**src/rtl/my_axi4_lite_pkg.sv**
```systemverilog
// my_axi4_lite_pkg: shared AXI4-Lite response codes and command/response records
package my_axi4_lite_pkg;
  localparam int AXI4_LITE_ADDR_W = 4;
  localparam int AXI4_LITE_DATA_W = 32;
  typedef enum logic [1:0] {
    OKAY   = 2'b00,
    EXOKAY = 2'b01,
    SLVERR = 2'b10,
    DECERR = 2'b11
  } axi4_lite_resp_t;
  typedef struct packed {
    logic                          wr;
    logic [AXI4_LITE_ADDR_W-1:0]   addr;
    logic [AXI4_LITE_DATA_W-1:0]   wdata;
    logic [AXI4_LITE_DATA_W/8-1:0] wstrb;
  } axi4_lite_cmd_t;
  typedef struct packed {
    logic                        wr;
    logic [AXI4_LITE_DATA_W-1:0] rdata;
    axi4_lite_resp_t             resp;
  } axi4_lite_rsp_t;
endpackage

```
**src/rtl/axi4_lite_if.sv**
```systemverilog
// axi4_lite_if: AXI4-Lite bus bundle with master and slave views
interface axi4_lite_if #(
  parameter int AXI4_LITE_ADDR_BIT_WIDTH = 4,
  parameter int AXI4_LITE_DATA_BIT_WIDTH = 32
);
  logic                                  awvalid;
  logic                                  awready;
  logic [AXI4_LITE_ADDR_BIT_WIDTH-1:0]   awaddr;
  logic [2:0]                            awprot;
  logic                                  wvalid;
  logic                                  wready;
  logic [AXI4_LITE_DATA_BIT_WIDTH-1:0]   wdata;
  logic [AXI4_LITE_DATA_BIT_WIDTH/8-1:0] wstrb;
  logic                                  bvalid;
  logic                                  bready;
  logic [1:0]                            bresp;
  logic                                  arvalid;
  logic                                  arready;
  logic [AXI4_LITE_ADDR_BIT_WIDTH-1:0]   araddr;
  logic [2:0]                            arprot;
  logic                                  rvalid;
  logic                                  rready;
  logic [AXI4_LITE_DATA_BIT_WIDTH-1:0]   rdata;
  logic [1:0]                            rresp;
  modport mst_port (
    output awvalid, awaddr, awprot, wvalid, wdata, wstrb, bready,
           arvalid, araddr, arprot, rready,
    input  awready, wready, bvalid, bresp, arready, rvalid, rdata, rresp
  );
  modport slv_port (
    input  awvalid, awaddr, awprot, wvalid, wdata, wstrb, bready,
           arvalid, araddr, arprot, rready,
    output awready, wready, bvalid, bresp, arready, rvalid, rdata, rresp
  );
endinterface

```
**src/rtl/my_axi4_lite_mst_bridge.sv**
```systemverilog
// my_axi4_lite_mst_bridge: command stream to single-outstanding AXI4-Lite master with error count
module my_axi4_lite_mst_bridge
  import my_axi4_lite_pkg::*;
#(
  parameter int AXI4_LITE_ADDR_BIT_WIDTH = AXI4_LITE_ADDR_W,
  parameter int AXI4_LITE_DATA_BIT_WIDTH = AXI4_LITE_DATA_W,
  parameter int ERR_CNT_BIT_WIDTH        = 16
) (
  input  logic                                  i_clk,
  input  logic                                  i_async_rst_n,
  input  logic                                  i_cmd_valid,
  output logic                                  o_cmd_ready,
  input  logic                                  i_cmd_wr,
  input  logic [AXI4_LITE_ADDR_BIT_WIDTH-1:0]   i_cmd_addr,
  input  logic [AXI4_LITE_DATA_BIT_WIDTH-1:0]   i_cmd_wdata,
  input  logic [AXI4_LITE_DATA_BIT_WIDTH/8-1:0] i_cmd_wstrb,
  output logic                                  o_rsp_valid,
  input  logic                                  i_rsp_ready,
  output logic                                  o_rsp_wr,
  output logic [AXI4_LITE_DATA_BIT_WIDTH-1:0]   o_rsp_rdata,
  output logic [1:0]                            o_rsp_resp,
  output logic [ERR_CNT_BIT_WIDTH-1:0]          o_err_cnt,
  axi4_lite_if.mst_port                         if_m_axi4_lite
);
  typedef enum logic [2:0] {IDLE, WR_REQ, WR_RESP, RD_REQ, RD_RESP, RSP} mst_state_t;
  mst_state_t                   state_q, state_d;
  axi4_lite_cmd_t               cmd_q, cmd_d;
  axi4_lite_rsp_t               rsp_q, rsp_d;
  logic                         awvalid_q, awvalid_d, wvalid_q, wvalid_d, arvalid_q, arvalid_d;
  logic                         bready_q, bready_d, rready_q, rready_d, rsp_valid_q, rsp_valid_d;
  logic                         live_q, live_d;
  logic [ERR_CNT_BIT_WIDTH-1:0] err_cnt_q, err_cnt_d;
  // live_q holds command ready low until the first edge after reset release
  assign o_cmd_ready            = live_q && state_q == IDLE;
  assign o_rsp_valid            = rsp_valid_q;
  assign o_rsp_wr               = rsp_q.wr;
  assign o_rsp_rdata            = rsp_q.rdata;
  assign o_rsp_resp             = rsp_q.resp;
  assign o_err_cnt              = err_cnt_q;
  assign if_m_axi4_lite.awvalid = awvalid_q;
  assign if_m_axi4_lite.awaddr  = cmd_q.addr;
  assign if_m_axi4_lite.awprot  = 3'b000;
  assign if_m_axi4_lite.wvalid  = wvalid_q;
  assign if_m_axi4_lite.wdata   = cmd_q.wdata;
  assign if_m_axi4_lite.wstrb   = cmd_q.wstrb;
  assign if_m_axi4_lite.bready  = bready_q;
  assign if_m_axi4_lite.arvalid = arvalid_q;
  assign if_m_axi4_lite.araddr  = cmd_q.addr;
  assign if_m_axi4_lite.arprot  = 3'b000;
  assign if_m_axi4_lite.rready  = rready_q;
  // next state, next registered bus outputs and response capture
  always_comb begin
    state_d     = state_q;
    cmd_d       = cmd_q;
    rsp_d       = rsp_q;
    awvalid_d   = awvalid_q;
    wvalid_d    = wvalid_q;
    arvalid_d   = arvalid_q;
    bready_d    = bready_q;
    rready_d    = rready_q;
    rsp_valid_d = rsp_valid_q;
    live_d      = 1'b1;
    err_cnt_d   = err_cnt_q;
    unique case (state_q)
      IDLE: if (i_cmd_valid && o_cmd_ready) begin
        cmd_d.wr    = i_cmd_wr;
        cmd_d.addr  = i_cmd_addr;
        cmd_d.wdata = i_cmd_wdata;
        cmd_d.wstrb = i_cmd_wstrb;
        awvalid_d   = i_cmd_wr;
        wvalid_d    = i_cmd_wr;
        arvalid_d   = !i_cmd_wr;
        state_d     = i_cmd_wr ? WR_REQ : RD_REQ;
      end
      WR_REQ: begin
        if (awvalid_q && if_m_axi4_lite.awready) awvalid_d = 1'b0;
        if (wvalid_q && if_m_axi4_lite.wready) wvalid_d = 1'b0;
        if (!awvalid_d && !wvalid_d) begin
          bready_d = 1'b1;
          state_d  = WR_RESP;
        end
      end
      WR_RESP: if (if_m_axi4_lite.bvalid && bready_q) begin
        bready_d    = 1'b0;
        rsp_valid_d = 1'b1;
        rsp_d.wr    = 1'b1;
        rsp_d.rdata = '0;
        rsp_d.resp  = axi4_lite_resp_t'(if_m_axi4_lite.bresp);
        state_d     = RSP;
      end
      RD_REQ: if (if_m_axi4_lite.arready) begin
        arvalid_d = 1'b0;
        rready_d  = 1'b1;
        state_d   = RD_RESP;
      end
      RD_RESP: if (if_m_axi4_lite.rvalid && rready_q) begin
        rready_d    = 1'b0;
        rsp_valid_d = 1'b1;
        rsp_d.wr    = 1'b0;
        rsp_d.rdata = if_m_axi4_lite.rdata;
        rsp_d.resp  = axi4_lite_resp_t'(if_m_axi4_lite.rresp);
        state_d     = RSP;
      end
      RSP: if (i_rsp_ready) begin
        rsp_valid_d = 1'b0;
        state_d     = IDLE;
      end
      default: state_d = IDLE;
    endcase
    if (rsp_valid_d && !rsp_valid_q && rsp_d.resp != OKAY && !(&err_cnt_q)) err_cnt_d = err_cnt_q + 1'b1;
  end
  // state and output registers, cleared asynchronously so valids drop at once
  always_ff @(posedge i_clk or negedge i_async_rst_n) begin
    if (!i_async_rst_n) begin
      state_q     <= IDLE;
      cmd_q       <= '0;
      rsp_q       <= '0;
      awvalid_q   <= 1'b0;
      wvalid_q    <= 1'b0;
      arvalid_q   <= 1'b0;
      bready_q    <= 1'b0;
      rready_q    <= 1'b0;
      rsp_valid_q <= 1'b0;
      live_q      <= 1'b0;
      err_cnt_q   <= '0;
    end else begin
      state_q     <= state_d;
      cmd_q       <= cmd_d;
      rsp_q       <= rsp_d;
      awvalid_q   <= awvalid_d;
      wvalid_q    <= wvalid_d;
      arvalid_q   <= arvalid_d;
      bready_q    <= bready_d;
      rready_q    <= rready_d;
      rsp_valid_q <= rsp_valid_d;
      live_q      <= live_d;
      err_cnt_q   <= err_cnt_d;
    end
  end
endmodule

```
**src/flat_wrapper.sv**
```systemverilog
// flat-port wrapper written by rule: the top's interface ports become plain ports
module my_axi4_lite_mst_bridge_flat import my_axi4_lite_pkg::*;
#(
  parameter int AXI4_LITE_ADDR_BIT_WIDTH = AXI4_LITE_ADDR_W,
  parameter int AXI4_LITE_DATA_BIT_WIDTH = AXI4_LITE_DATA_W,
  parameter int ERR_CNT_BIT_WIDTH        = 16
)
  (i_clk, i_async_rst_n, i_cmd_valid, o_cmd_ready, i_cmd_wr, i_cmd_addr, i_cmd_wdata, i_cmd_wstrb, o_rsp_valid, i_rsp_ready, o_rsp_wr, o_rsp_rdata, o_rsp_resp, o_err_cnt, if_m_axi4_lite_awvalid, if_m_axi4_lite_awaddr, if_m_axi4_lite_awprot, if_m_axi4_lite_wvalid, if_m_axi4_lite_wdata, if_m_axi4_lite_wstrb, if_m_axi4_lite_bready, if_m_axi4_lite_arvalid, if_m_axi4_lite_araddr, if_m_axi4_lite_arprot, if_m_axi4_lite_rready, if_m_axi4_lite_awready, if_m_axi4_lite_wready, if_m_axi4_lite_bvalid, if_m_axi4_lite_bresp, if_m_axi4_lite_arready, if_m_axi4_lite_rvalid, if_m_axi4_lite_rdata, if_m_axi4_lite_rresp);
  axi4_lite_if #(.AXI4_LITE_ADDR_BIT_WIDTH(AXI4_LITE_ADDR_BIT_WIDTH), .AXI4_LITE_DATA_BIT_WIDTH(AXI4_LITE_DATA_BIT_WIDTH)) if_m_axi4_lite_i ();
  input  logic i_clk;
  input  logic i_async_rst_n;
  input  logic i_cmd_valid;
  output logic o_cmd_ready;
  input  logic i_cmd_wr;
  input  logic [AXI4_LITE_ADDR_BIT_WIDTH-1:0] i_cmd_addr;
  input  logic [AXI4_LITE_DATA_BIT_WIDTH-1:0] i_cmd_wdata;
  input  logic [AXI4_LITE_DATA_BIT_WIDTH/8-1:0] i_cmd_wstrb;
  output logic o_rsp_valid;
  input  logic i_rsp_ready;
  output logic o_rsp_wr;
  output logic [AXI4_LITE_DATA_BIT_WIDTH-1:0] o_rsp_rdata;
  output logic [1:0] o_rsp_resp;
  output logic [ERR_CNT_BIT_WIDTH-1:0] o_err_cnt;
  output wire logic [$bits(if_m_axi4_lite_i.awvalid)-1:0] if_m_axi4_lite_awvalid;
  output wire logic [$bits(if_m_axi4_lite_i.awaddr)-1:0] if_m_axi4_lite_awaddr;
  output wire logic [$bits(if_m_axi4_lite_i.awprot)-1:0] if_m_axi4_lite_awprot;
  output wire logic [$bits(if_m_axi4_lite_i.wvalid)-1:0] if_m_axi4_lite_wvalid;
  output wire logic [$bits(if_m_axi4_lite_i.wdata)-1:0] if_m_axi4_lite_wdata;
  output wire logic [$bits(if_m_axi4_lite_i.wstrb)-1:0] if_m_axi4_lite_wstrb;
  output wire logic [$bits(if_m_axi4_lite_i.bready)-1:0] if_m_axi4_lite_bready;
  output wire logic [$bits(if_m_axi4_lite_i.arvalid)-1:0] if_m_axi4_lite_arvalid;
  output wire logic [$bits(if_m_axi4_lite_i.araddr)-1:0] if_m_axi4_lite_araddr;
  output wire logic [$bits(if_m_axi4_lite_i.arprot)-1:0] if_m_axi4_lite_arprot;
  output wire logic [$bits(if_m_axi4_lite_i.rready)-1:0] if_m_axi4_lite_rready;
  input wire logic [$bits(if_m_axi4_lite_i.awready)-1:0] if_m_axi4_lite_awready;
  input wire logic [$bits(if_m_axi4_lite_i.wready)-1:0] if_m_axi4_lite_wready;
  input wire logic [$bits(if_m_axi4_lite_i.bvalid)-1:0] if_m_axi4_lite_bvalid;
  input wire logic [$bits(if_m_axi4_lite_i.bresp)-1:0] if_m_axi4_lite_bresp;
  input wire logic [$bits(if_m_axi4_lite_i.arready)-1:0] if_m_axi4_lite_arready;
  input wire logic [$bits(if_m_axi4_lite_i.rvalid)-1:0] if_m_axi4_lite_rvalid;
  input wire logic [$bits(if_m_axi4_lite_i.rdata)-1:0] if_m_axi4_lite_rdata;
  input wire logic [$bits(if_m_axi4_lite_i.rresp)-1:0] if_m_axi4_lite_rresp;
  assign if_m_axi4_lite_awvalid = if_m_axi4_lite_i.awvalid;
  assign if_m_axi4_lite_awaddr = if_m_axi4_lite_i.awaddr;
  assign if_m_axi4_lite_awprot = if_m_axi4_lite_i.awprot;
  assign if_m_axi4_lite_wvalid = if_m_axi4_lite_i.wvalid;
  assign if_m_axi4_lite_wdata = if_m_axi4_lite_i.wdata;
  assign if_m_axi4_lite_wstrb = if_m_axi4_lite_i.wstrb;
  assign if_m_axi4_lite_bready = if_m_axi4_lite_i.bready;
  assign if_m_axi4_lite_arvalid = if_m_axi4_lite_i.arvalid;
  assign if_m_axi4_lite_araddr = if_m_axi4_lite_i.araddr;
  assign if_m_axi4_lite_arprot = if_m_axi4_lite_i.arprot;
  assign if_m_axi4_lite_rready = if_m_axi4_lite_i.rready;
  assign if_m_axi4_lite_i.awready = if_m_axi4_lite_awready;
  assign if_m_axi4_lite_i.wready = if_m_axi4_lite_wready;
  assign if_m_axi4_lite_i.bvalid = if_m_axi4_lite_bvalid;
  assign if_m_axi4_lite_i.bresp = if_m_axi4_lite_bresp;
  assign if_m_axi4_lite_i.arready = if_m_axi4_lite_arready;
  assign if_m_axi4_lite_i.rvalid = if_m_axi4_lite_rvalid;
  assign if_m_axi4_lite_i.rdata = if_m_axi4_lite_rdata;
  assign if_m_axi4_lite_i.rresp = if_m_axi4_lite_rresp;
  my_axi4_lite_mst_bridge #(.AXI4_LITE_ADDR_BIT_WIDTH(AXI4_LITE_ADDR_BIT_WIDTH), .AXI4_LITE_DATA_BIT_WIDTH(AXI4_LITE_DATA_BIT_WIDTH), .ERR_CNT_BIT_WIDTH(ERR_CNT_BIT_WIDTH)) u_core (.i_clk(i_clk), .i_async_rst_n(i_async_rst_n), .i_cmd_valid(i_cmd_valid), .o_cmd_ready(o_cmd_ready), .i_cmd_wr(i_cmd_wr), .i_cmd_addr(i_cmd_addr), .i_cmd_wdata(i_cmd_wdata), .i_cmd_wstrb(i_cmd_wstrb), .o_rsp_valid(o_rsp_valid), .i_rsp_ready(i_rsp_ready), .o_rsp_wr(o_rsp_wr), .o_rsp_rdata(o_rsp_rdata), .o_rsp_resp(o_rsp_resp), .o_err_cnt(o_err_cnt), .if_m_axi4_lite(if_m_axi4_lite_i));
endmodule
```
**config.mk**
```make
export PLATFORM = sky130hd
export DESIGN_NAME = my_axi4_lite_mst_bridge_flat
export DESIGN_NICKNAME = d
export VERILOG_FILES = /design/src/rtl/my_axi4_lite_pkg.sv /design/src/rtl/axi4_lite_if.sv /design/src/rtl/my_axi4_lite_mst_bridge.sv /design/src/flat_wrapper.sv
export SDC_FILE = /design/constraint.sdc
export NUM_CORES = 1
export LEC_CHECK = 0
export ABC_AREA = 0
export CORE_ASPECT_RATIO = 0.6
export CORE_UTILIZATION = 35
export DETAILED_ROUTE_END_ITERATION = 12
export HOLD_SLACK_MARGIN = 0.06
export MAX_ROUTING_LAYER = met4
export PLACE_DENSITY = 0.8
export SYNTH_ARGS = -nofsm -noshare
export SYNTH_HDL_FRONTEND = slang
export SYNTH_SLANG_ARGS = --single-unit
```
**constraint.sdc**
```tcl
create_clock -name i_clk -period 2.22 [get_ports i_clk]
set_input_delay 0.222 -clock i_clk [delete_from_list [all_inputs] [get_ports i_clk]]
set_output_delay 0.222 -clock i_clk [all_outputs]
set_load 0.03 [all_outputs]
```
### Word level (Yosys, flattened, before mapping)

Cells that the tools add are included.

| operators by class | value |
|---|---|
| $add $sub $neg | 1 |
| equality and inequality tests | 11 |
| multiplexer cells | 31 |
| reductions and logical operators | 30 |

Operators with widths:

| kind | number |
|---|---|
| 2-to-1 mux 35 bit | 2 |
| one-hot mux 35 bit (2 select lines) | 1 |
| 2-to-1 mux 3 bit | 6 |
| one-hot mux 3 bit (6 select lines) | 1 |
| adder 16 x 1 -> 16 bit, second input constant | 1 |
| AND reduction 16 bit | 1 |
| 2-to-1 mux 1 bit | 14 |
| AND reduction 3 bit | 4 |
| nonzero test 2 bit | 6 |
| logical AND 1 bit | 10 |
| one-hot mux 1 bit (2 select lines) | 5 |
| == test 3 x 2 -> 1 bit, second input constant | 2 |
| == test 3 bit, second input constant | 2 |
| != test 2 x 1 -> 1 bit, second input constant | 3 |
| != test 2 bit, second input constant | 3 |
| AND reduction 6 bit | 1 |
| zero test 1 bit | 5 |
| AND reduction 2 bit | 2 |
| == test 3 x 1 -> 1 bit, second input constant | 1 |
| zero test 3 bit | 1 |
| one-hot mux 1 bit (3 select lines) | 1 |
| 2-to-1 mux 2 bit | 1 |

| storage, ports and cells | value |
|---|---|
| register bits | 101 |
| bits of input ports | 86 |
| output and inout port bits | 108 |
| word-level logic and storage cells | 88 |

### Longest topological paths before layout

Gate-level depths: netlist of the first run.

| logic depth | value |
|---|---|
| depth in word-level cells | 7 |
| mapped depth | 7 |
| mapped depth without buffers | 6 |

### Worst setup path after synthesis of the first run

Ideal clock, no wire load.

| timing path | value |
|---|---|
| path type | register -> register |
| from | register u_core.state_q[1] |
| to | register u_core.cmd_q (netlist bit u_core.if_m_axi4_lite.araddr[0]) |
| setup time | 66 ps |
| arrival time | 2,595 ps |
| data required time | 2,154 ps |
| slack | -441 ps |
| cell stages (with the launch flop) | 8 |
| path buffers | 3 |
| clock period less this slack | 2,661 ps |
| cells stage by stage | dfrtp_1 clkbuf_1 nor4b_1 and2_1 clkbuf_1 clkbuf_1 nand2_1 nand2_1 |

| between the ends | value |
|---|---|
| cells in the longest elaborated chain, start to end | 4 |

Ends and longest elaborated chain:

| element | RTL line | text |
|---|---|---|
| start, declared | my_axi4_lite_mst_bridge.sv:26 | `mst_state_t state_q, state_d;` |
| start signal, assigned | my_axi4_lite_mst_bridge.sv:127 | `state_q <= state_d;` |
| zero test 3 bit | my_axi4_lite_mst_bridge.sv:34 | `assign o_cmd_ready = live_q && state_q == IDLE;` |
| logical AND 1 bit | my_axi4_lite_mst_bridge.sv:34 |  |
| via o_cmd_ready | flat_wrapper.sv:13 | `output logic o_cmd_ready;` |
| logical AND 1 bit | my_axi4_lite_mst_bridge.sv:65 | `IDLE: if (i_cmd_valid && o_cmd_ready) begin` |
| AND reduction 2 bit (no source line) | n/a |  |
| end signal, assigned | my_axi4_lite_mst_bridge.sv:128 | `cmd_q <= cmd_d;` |
| end, declared | my_axi4_lite_mst_bridge.sv:27 | `axi4_lite_cmd_t cmd_q, cmd_d;` |

The timed path passes the listed nets, and every way through them passes these cells.
A chain may end at the register's enable or synchronous reset.

### Worst setup path in the final report of the first run

| timing path | value |
|---|---|
| from | register u_core.state_q[0] |
| to | register u_core.err_cnt_q[1], in the netlist u_core.o_err_cnt[1] |

| between the ends | value |
|---|---|
| cells in the longest elaborated chain, start to end | 5 |
| elaborated cells on any way between the ends | 9 |
| classes of those cells | eq/ne (3); mux (2); reduce/logical (4) |

Ends and longest elaborated chain:

| element | RTL line | text |
|---|---|---|
| == test 3 bit / == test 3 x 2 -> 1 bit (equally long branches) | my_axi4_lite_mst_bridge.sv:64 | `unique case (state_q)` |
| one-hot mux 35 bit (2 select lines) / one-hot mux 1 bit (3 select lines) (equally long branches) | my_axi4_lite_mst_bridge.sv:64 |  |
| nonzero test 2 bit / logical AND 1 bit (equally long branches) | my_axi4_lite_mst_bridge.sv:110 | `if (rsp_valid_d && !rsp_valid_q && rsp_d.resp != OKAY && !(&err_cnt_q)) err_cnt_d = err_cnt_q + 1'b1;` |
| logical AND 1 bit (*) (2 in series) | my_axi4_lite_mst_bridge.sv:110 |  |
| end signal, assigned | my_axi4_lite_mst_bridge.sv:137 | `err_cnt_q <= err_cnt_d;` |
| end, declared | my_axi4_lite_mst_bridge.sv:32 | `logic [ERR_CNT_BIT_WIDTH-1:0] err_cnt_q, err_cnt_d;` |

Every way passes the cells marked *; elsewhere a longest branch is shown, timed or not.

==> results of run 1 <==
-- flip-flops by register name, summed over array words and instances, names as in the netlist --
signal / count
u_core.if_m_axi4_lite.wdata: 32
u_core.o_rsp_rdata: 32
u_core.o_err_cnt: 16
u_core.if_m_axi4_lite.araddr: 4
u_core.if_m_axi4_lite.wstrb: 4
u_core.state_q: 3
u_core.o_rsp_resp: 2
u_core.if_m_axi4_lite.arvalid: 1
u_core.if_m_axi4_lite.awvalid: 1
u_core.if_m_axi4_lite.bready: 1
u_core.if_m_axi4_lite.rready: 1
u_core.if_m_axi4_lite.wvalid: 1
u_core.live_q: 1
u_core.o_rsp_valid: 1
u_core.o_rsp_wr: 1
-- what timing repair did --
action,in CTS,in global routing
hold endpoints to repair,40,0
resized for setup,1,0
endpoints found under the setup margin,1,0
hold buffers,1,0
-- worst max-delay path, cell delays in order, from the launching register on --
cell and delay (ns):
dfrtp_1 0.38, buf_4 0.18, and4bb_2 0.36, o211ai_1 0.12, a221oi_2 0.25, buf_4 0.25, mux2_2 0.35
-- where the power goes --
group | switching, mW | internal (mW)
sequential | 0.374 | 2.41
combinational | 2.19 | 1.58
clock | 0.733 | 0.903
-- layout make-up --
class,count,share of cell area [%]
clock buffers,9,3.43
multi-input cells,274,22.6
well taps,160,3.05
inverters,6,0.343
repair buffers,204,30.6
clock inverters,7,1.49
flip-flops and latches,101,38.5
-- final timing paths --
kind,startpoint,endpoint,cells after the start
min in group asynchronous,i_async_rst_n,u_core.o_err_cnt[11]$_DFFE_PN0P_,2
setup / recovery,u_core.state_q[0]$_DFFE_PN0P_,u_core.o_err_cnt[1]$_DFFE_PN0P_,6
max in group asynchronous,i_async_rst_n,u_core.o_rsp_rdata[9]$_DFFE_PN0P_,3
setup reg to reg,u_core.state_q[0]$_DFFE_PN0P_,u_core.o_err_cnt[1]$_DFFE_PN0P_,6
hold / removal,i_cmd_wstrb[3],u_core.if_m_axi4_lite.wstrb[3]$_DFFE_PN0P_,3
hold reg to reg,u_core.if_m_axi4_lite.wstrb[3]$_DFFE_PN0P_,u_core.if_m_axi4_lite.wstrb[3]$_DFFE_PN0P_,2
-- cell usage after synthesis, types with 2 or more instances --
library cell / n
nor2_1: 15
xnor2_1: 13
o21ai_0: 8
and3_1: 4
buf_4: 10
o22ai_1: 2
and2_1: 2
nand4_1: 7
inv_1: 6
conb_1: 2
a221o_1: 2
xor2_1: 2
clkbuf_1: 20
nand3_1: 13
a22o_1: 34
nand2_1: 134
nor3_1: 3
nand4b_1: 2
a21oi_1: 7
dfrtp_1: 101
-- routing by layer --
layer	vias up	track usage, %
li1	1736	-
met1	1759	24.4
met2	157	29.5
met3	13	5.80
met4	0	4.59
met5	-	-
-- cell families (layout without fill, tap and decap cells) --
group | after synthesis | count (layout) | share of synthesized area (%)
buffers and inverters | 38 | 226 | 4.53
AND/OR/NAND/NOR | 188 | 188 | 19.2
AO/OA/AOI/OAI | 61 | 61 | 11.5
flip-flops | 101 | 101 | 60.6
adder cells (fa/ha/maj) | 1 | 1 | 0.300
other | 2 | 7 | 0.180
multiplexers | 2 | 2 | 0.510
XOR/XNOR | 15 | 15 | 3.15
==> impl_metrics.py, run 1 <==
metrics = {
    "global_routing": {
        "grt_pass1_wl_mm": 17.5,
        "track_usage_pct": 19.0,
        "grt_max_degree": 43,
        "grt_pass1_vias": 3521,
        "antenna_found_initial": 0,
        "grt_overflow_total": 0,
    },
    "die": {
        "die-height_um": 86.5,
        "start_util_pct": 36.4,
        "coreArea_mm2": 0.0114,
        "dieArea_mm2": 0.0124,
        "chipWidth_um": 143,
        "ioPinCount": 194,
        "core.rowCount": 30,
    },
    "sta": {
        "fin_ws_ns": 0.198,
        "clock_skew_ns": 0.00909,
        "relSlewSlack_pct": 62.1,
        "maxSlewViolCount": 0,
        "grt_setup_unrepaired": "false",
        "final.setup.tns_ns": 0,
        "fin_crit_sh_pct": 91.1,
        "worst_pin_slew_ns": 0.569,
        "holdWs_ns": 0.401,
        "fmax_mhz": 495,
        "setup_viol": 0,
        "hold_viol": 0,
        "period_needed_ns": 2.02,
    },
    "worst_setup_path": {
        "worstPathArrival_ns": 2.24,
        "regToRegSetupSlack_ns": 0.20,
        "critPathRequiredTime_ns": 2.44,
        "critPathKind": "reg2reg",
        "cp_max_fo": 16,
        "cp-end-kind": "register",
        "worst_setup_path_start_kind": "register",
    },
    "finish": {
        "area.sequential_mm2": 0.00253,
        "multiInputGateArea_mm2": 0.00148,
        "mostFrequentLayoutCell": "clkdlybuf4s50_1",
        "layout.nets": 683,
        "final_util_pct": 57.3,
        "n_antenna_cell": 0,
        "num-fill-cells": 976,
        "area_growth_pct": 57.4,
        "final_cell_mix": "185 x clkdlybuf4s50_1, 134 x nand2_1, 101 x dfrtp_1",
        "instances_no_fill": 761,
        "fin_area_mm2": 0.00656,
        "drive_gt1_share_pct": 6.49,
    },
    "placed_design": {
        "port_buffers": 187,
        "dpl.hpwl_mm": 8.33,
        "dpl_worst_slack_ns": -0.0418,
        "dp_cells": 744,
        "gp_routability_congestion": 0.833,
        "placed_area_mm2": 0.00623,
    },
    "clocking": {
        "root_buffer": "clkbuf_16",
        "htreeDepth": 3,
        "cts_made_buffers": 9,
        "post_cts_buffers": 0,
        "clock_path_buffers": 2,
        "cts_num_sinks": 101,
        "path_clk_slew_ns": 0.07,
        "clock_latency_ns": 0.34,
        "cts_tree": "yes",
    },
    "detailed_routing": {
        "drtIter0Drc": 100,
        "routed_wl_mm": 11.2,
        "drc_errors": 0,
        "met2_length_mm": 5.19,
        "top_layer_used": "met4",
        "postRouteAntennaNets": 0,
        "met3_wirelength_um": 855,
        "routedWlPerCell_um": 14.7,
        "met1_length_mm": 5.07,
        "viasPerCell": 4.82,
        "first_pass_iters": 4,
        "via_count": 3665,
    },
    "synth": {
        "ys_top_cells_by_area": "dfrtp_1 61%, nand2_1 12%, a22o_1 7.1%",
        "ys.flop_type": "dfrtp_1",
        "seq_area_frac_synth_pct": 60.6,
        "netlist_instances": 408,
        "synth_area_mm2": 0.00417,
        "synth-async-reset-ratio_pct": 100,
        "ys_types": 41,
        "synth_largest_area_cell": "dfrtp_1",
        "synth_top_area_share_pct": 60.6,
        "yosysWarnings": 0,
        "synth-edff-count": 0,
        "yosys_register_bits": 101,
        "syn_area_per_cell_um2": 10.2,
    },
    "power": {
        "p_leak_nw": 2.99,
        "powerDensity_mw_per_mm2": 1250,
        "finalPower_mw": 8.19,
        "peakVddDrop_mv": 0.780,
    },
    "hold_path": {
        "hold_path_class": "in2reg",
    },
    "run_status": {
        "status": "complete, no violations",
    },
    "job": {
        "maxCapViolCount": 0,
    },
}
Power figures use the tool's default switching activity.
==> inputs of run 2 (changes only) <==
--- a/config.mk
+++ b/config.mk
@@ -6,12 +6,14 @@
 export NUM_CORES = 1
 export LEC_CHECK = 0
 export ABC_AREA = 0
+export CAP_MARGIN = 15
 export CORE_ASPECT_RATIO = 0.6
 export CORE_UTILIZATION = 35
 export DETAILED_ROUTE_END_ITERATION = 12
 export HOLD_SLACK_MARGIN = 0.06
 export MAX_ROUTING_LAYER = met4
 export PLACE_DENSITY = 0.8
+export REMOVE_ABC_BUFFERS = 1
 export SYNTH_ARGS = -nofsm -noshare
 export SYNTH_HDL_FRONTEND = slang
 export SYNTH_SLANG_ARGS = --single-unit
==> run 2 against run 1 <==
Non-clock buffer count is 2 lower. Hold slack better by 0.0039 ns. First-iteration DRC count is 120% higher. Global-route usage increased by 0.32 points. Critical endpoint unchanged.
==> impl_metrics.py, run 2 (synthesis results as in run 1) <==
metrics = {
    "run_status": {
        "status": "complete, no violations",
    },
    "worst_setup_path": {
        "crit_chain": "nand4b_1 -> or3_1 -> a221oi_2 -> buf_4 -> mux2_2",
        "critPathSlowestCell": "dfrtp_1",
        "critPathMaxStageDelay_ns": 0.43,
        "cp-end-kind": "register",
        "ff2ff_path_depth": 5,
        "critPathKind": "reg2reg",
        "worst_setup_path_start_kind": "register",
        "cp_max_fo": 16,
        "critPathRequiredTime_ns": 2.45,
        "worstPathArrival_ns": 2.31,
    },
    "clocking": {
        "clock_path_buffers": 2,
        "path_clk_slew_ns": 0.07,
        "cts_num_sinks": 101,
        "post_cts_buffers": 0,
        "htreeDepth": 3,
        "clock_latency_ns": 0.34,
        "root_buffer": "clkbuf_16",
        "cts_tree": "yes",
        "cts_made_buffers": 9,
    },
    "job": {
        "maxCapViolCount": 0,
    },
    "die": {
        "die-height_um": 86.5,
        "ioPinCount": 194,
        "dieArea_mm2": 0.0124,
        "core.rowCount": 30,
        "coreArea_mm2": 0.0114,
        "start_util_pct": 36.4,
        "chipWidth_um": 143,
    },
    "sta": {
        "setup_viol": 0,
        "holdWs_ns": 0.405,
        "fmax_mhz": 481,
        "grt_setup_unrepaired": "false",
        "hold_viol": 0,
        "period_needed_ns": 2.08,
        "clock_skew_ns": 0.0107,
        "worst_pin_slew_ns": 0.528,
        "fin_crit_sh_pct": 93.6,
        "relSlewSlack_pct": 64.8,
        "maxSlewViolCount": 0,
        "final.setup.tns_ns": 0,
    },
    "power": {
        "p_sw_share_pct": 40.5,
        "power_frac_clock_pct": 19.0,
        "p_switching_mw": 3.27,
        "powerDensity_mw_per_mm2": 1240,
        "power_frac_seq_pct": 34.7,
        "p_comb_share_pct": 46.3,
        "p_leak_nw": 2.97,
        "internal_power_mw": 4.81,
        "peakVddDrop_mv": 0.586,
    },
    "global_routing": {
        "grt_max_degree": 62,
        "grt_overflow_total": 0,
        "grt_pass1_wl_mm": 17.9,
        "grt_pass1_vias": 3524,
        "track_usage_pct": 19.3,
        "antenna_found_initial": 0,
    },
    "detailed_routing": {
        "first_pass_iters": 4,
        "postRouteAntennaNets": 0,
        "drc_errors": 0,
        "viasPerCell": 4.69,
        "routedWlPerCell_um": 14.6,
        "via_count": 3556,
        "drtIter0Drc": 222,
        "routed_wl_mm": 11.1,
    },
    "finish": {
        "final_cell_mix": "185 x clkdlybuf4s50_1, 134 x nand2_1, 101 x dfrtp_1",
        "n_antenna_cell": 0,
        "area_growth_pct": 56.5,
        "mostFrequentLayoutCell": "clkdlybuf4s50_1",
        "num-fill-cells": 966,
        "layout.nets": 681,
        "drive_gt1_share_pct": 6.01,
    },
    "placed_design": {
        "gp_routability_congestion": 0.846,
        "port_buffers": 187,
        "dpl.hpwl_mm": 8.14,
    },
    "hold_path": {
        "hold_path_class": "in2async",
    },
}
## run 2: cell types whose count changed in the layout (fill, tap and decap cells not counted), sizes merged
cell,delta
bufinv,-1
clkbuf,+1
clkinv,-4
buf,-2
inv,+3
clkinvlp,+1
## run 2: critical path, delay by kind of cell, from the launching register on
| family | cells | cell delay (ns) |
|---|---|---|
| simple gates | 2 | 0.66 |
| flops | 1 | 0.43 |
| mux | 1 | 0.35 |
| compound gates | 1 | 0.27 |
| buf+inv | 1 | 0.25 |
## run 2: path summary, 6_finish.rpt
kind	startpoint	to	slack, ns
max in group asynchronous	i_async_rst_n	u_core.o_rsp_rdata[20]$_DFFE_PN0P_	1.09
worst max-delay path	u_core.state_q[0]$_DFFE_PN0P_	u_core.o_err_cnt[1]$_DFFE_PN0P_	0.14
min in group i_clk	i_cmd_wdata[29]	u_core.if_m_axi4_lite.wdata[29]$_DFFE_PN0P_	0.41
worst min-delay path	i_async_rst_n	u_core.if_m_axi4_lite.wstrb[3]$_DFFE_PN0P_	0.40
worst min register to register	u_core.if_m_axi4_lite.wdata[11]$_DFFE_PN0P_	u_core.if_m_axi4_lite.wdata[11]$_DFFE_PN0P_	0.48
worst max register to register	u_core.state_q[0]$_DFFE_PN0P_	u_core.o_err_cnt[1]$_DFFE_PN0P_	0.14
## run 2: timing repair
action,in CTS,in global routing
endpoints found under the setup margin,1,0
endpoints found under the hold margin,40,0
hold buffers,1,0
resized for setup,1,0
## run 2: final cells by class
cell class              count  area (um^2)  area share [%]
inverters                   6         22.5           0.345
multi-input cells         274         1470            22.6
well taps                 160          200            3.07
clock inverters             6         53.8           0.825
repair buffers            202         2010            30.8
flip-flops and latches    101         2530            38.7
clock buffers              10          239            3.66
## run 2: stage by stage
step / total power, mW / util, % / setup WS [ns] / instance area, um^2 / std cells
global placement: 6.50 / 54.4 / -0.0408 / 6220 / 742
global route: 8.55 / 57.0 / 0.00328 / 6530 / 759
finish: 8.08 / 57.0 / 0.143 / 6530 / 759
CTS: 8.16 / 57.0 / 0.143 / 6530 / 759
detailed placement: 6.59 / 54.4 / -0.0438 / 6220 / 742
floorplan: 4.81 / - / -0.933 / 4020 / 381
## run 2: power groups by stage
stage | combinational [mW] | clock, mW | sequential [mW]
2_1_floorplan | 0.831 | 0 | 3.98
3_3_place_gp | 3.70 | 0 | 2.80
3_5_place_dp | 3.76 | 0 | 2.83
4_1_cts | 3.77 | 1.59 | 2.80
5_1_grt | 4.00 | 1.67 | 2.89
6_report | 3.74 | 1.53 | 2.81
## run 2: metal layers
layer / vias to the layer above / routed length [um] / global-route usage [%]
met1: 1672 / 5470 / 26.6
met3: 13 / 760 / 5.64
met2: 141 / 4730 / 27.9
li1: 1730 / - / -
met5: - / 0 / -
met4: 0 / 131 / 4.69
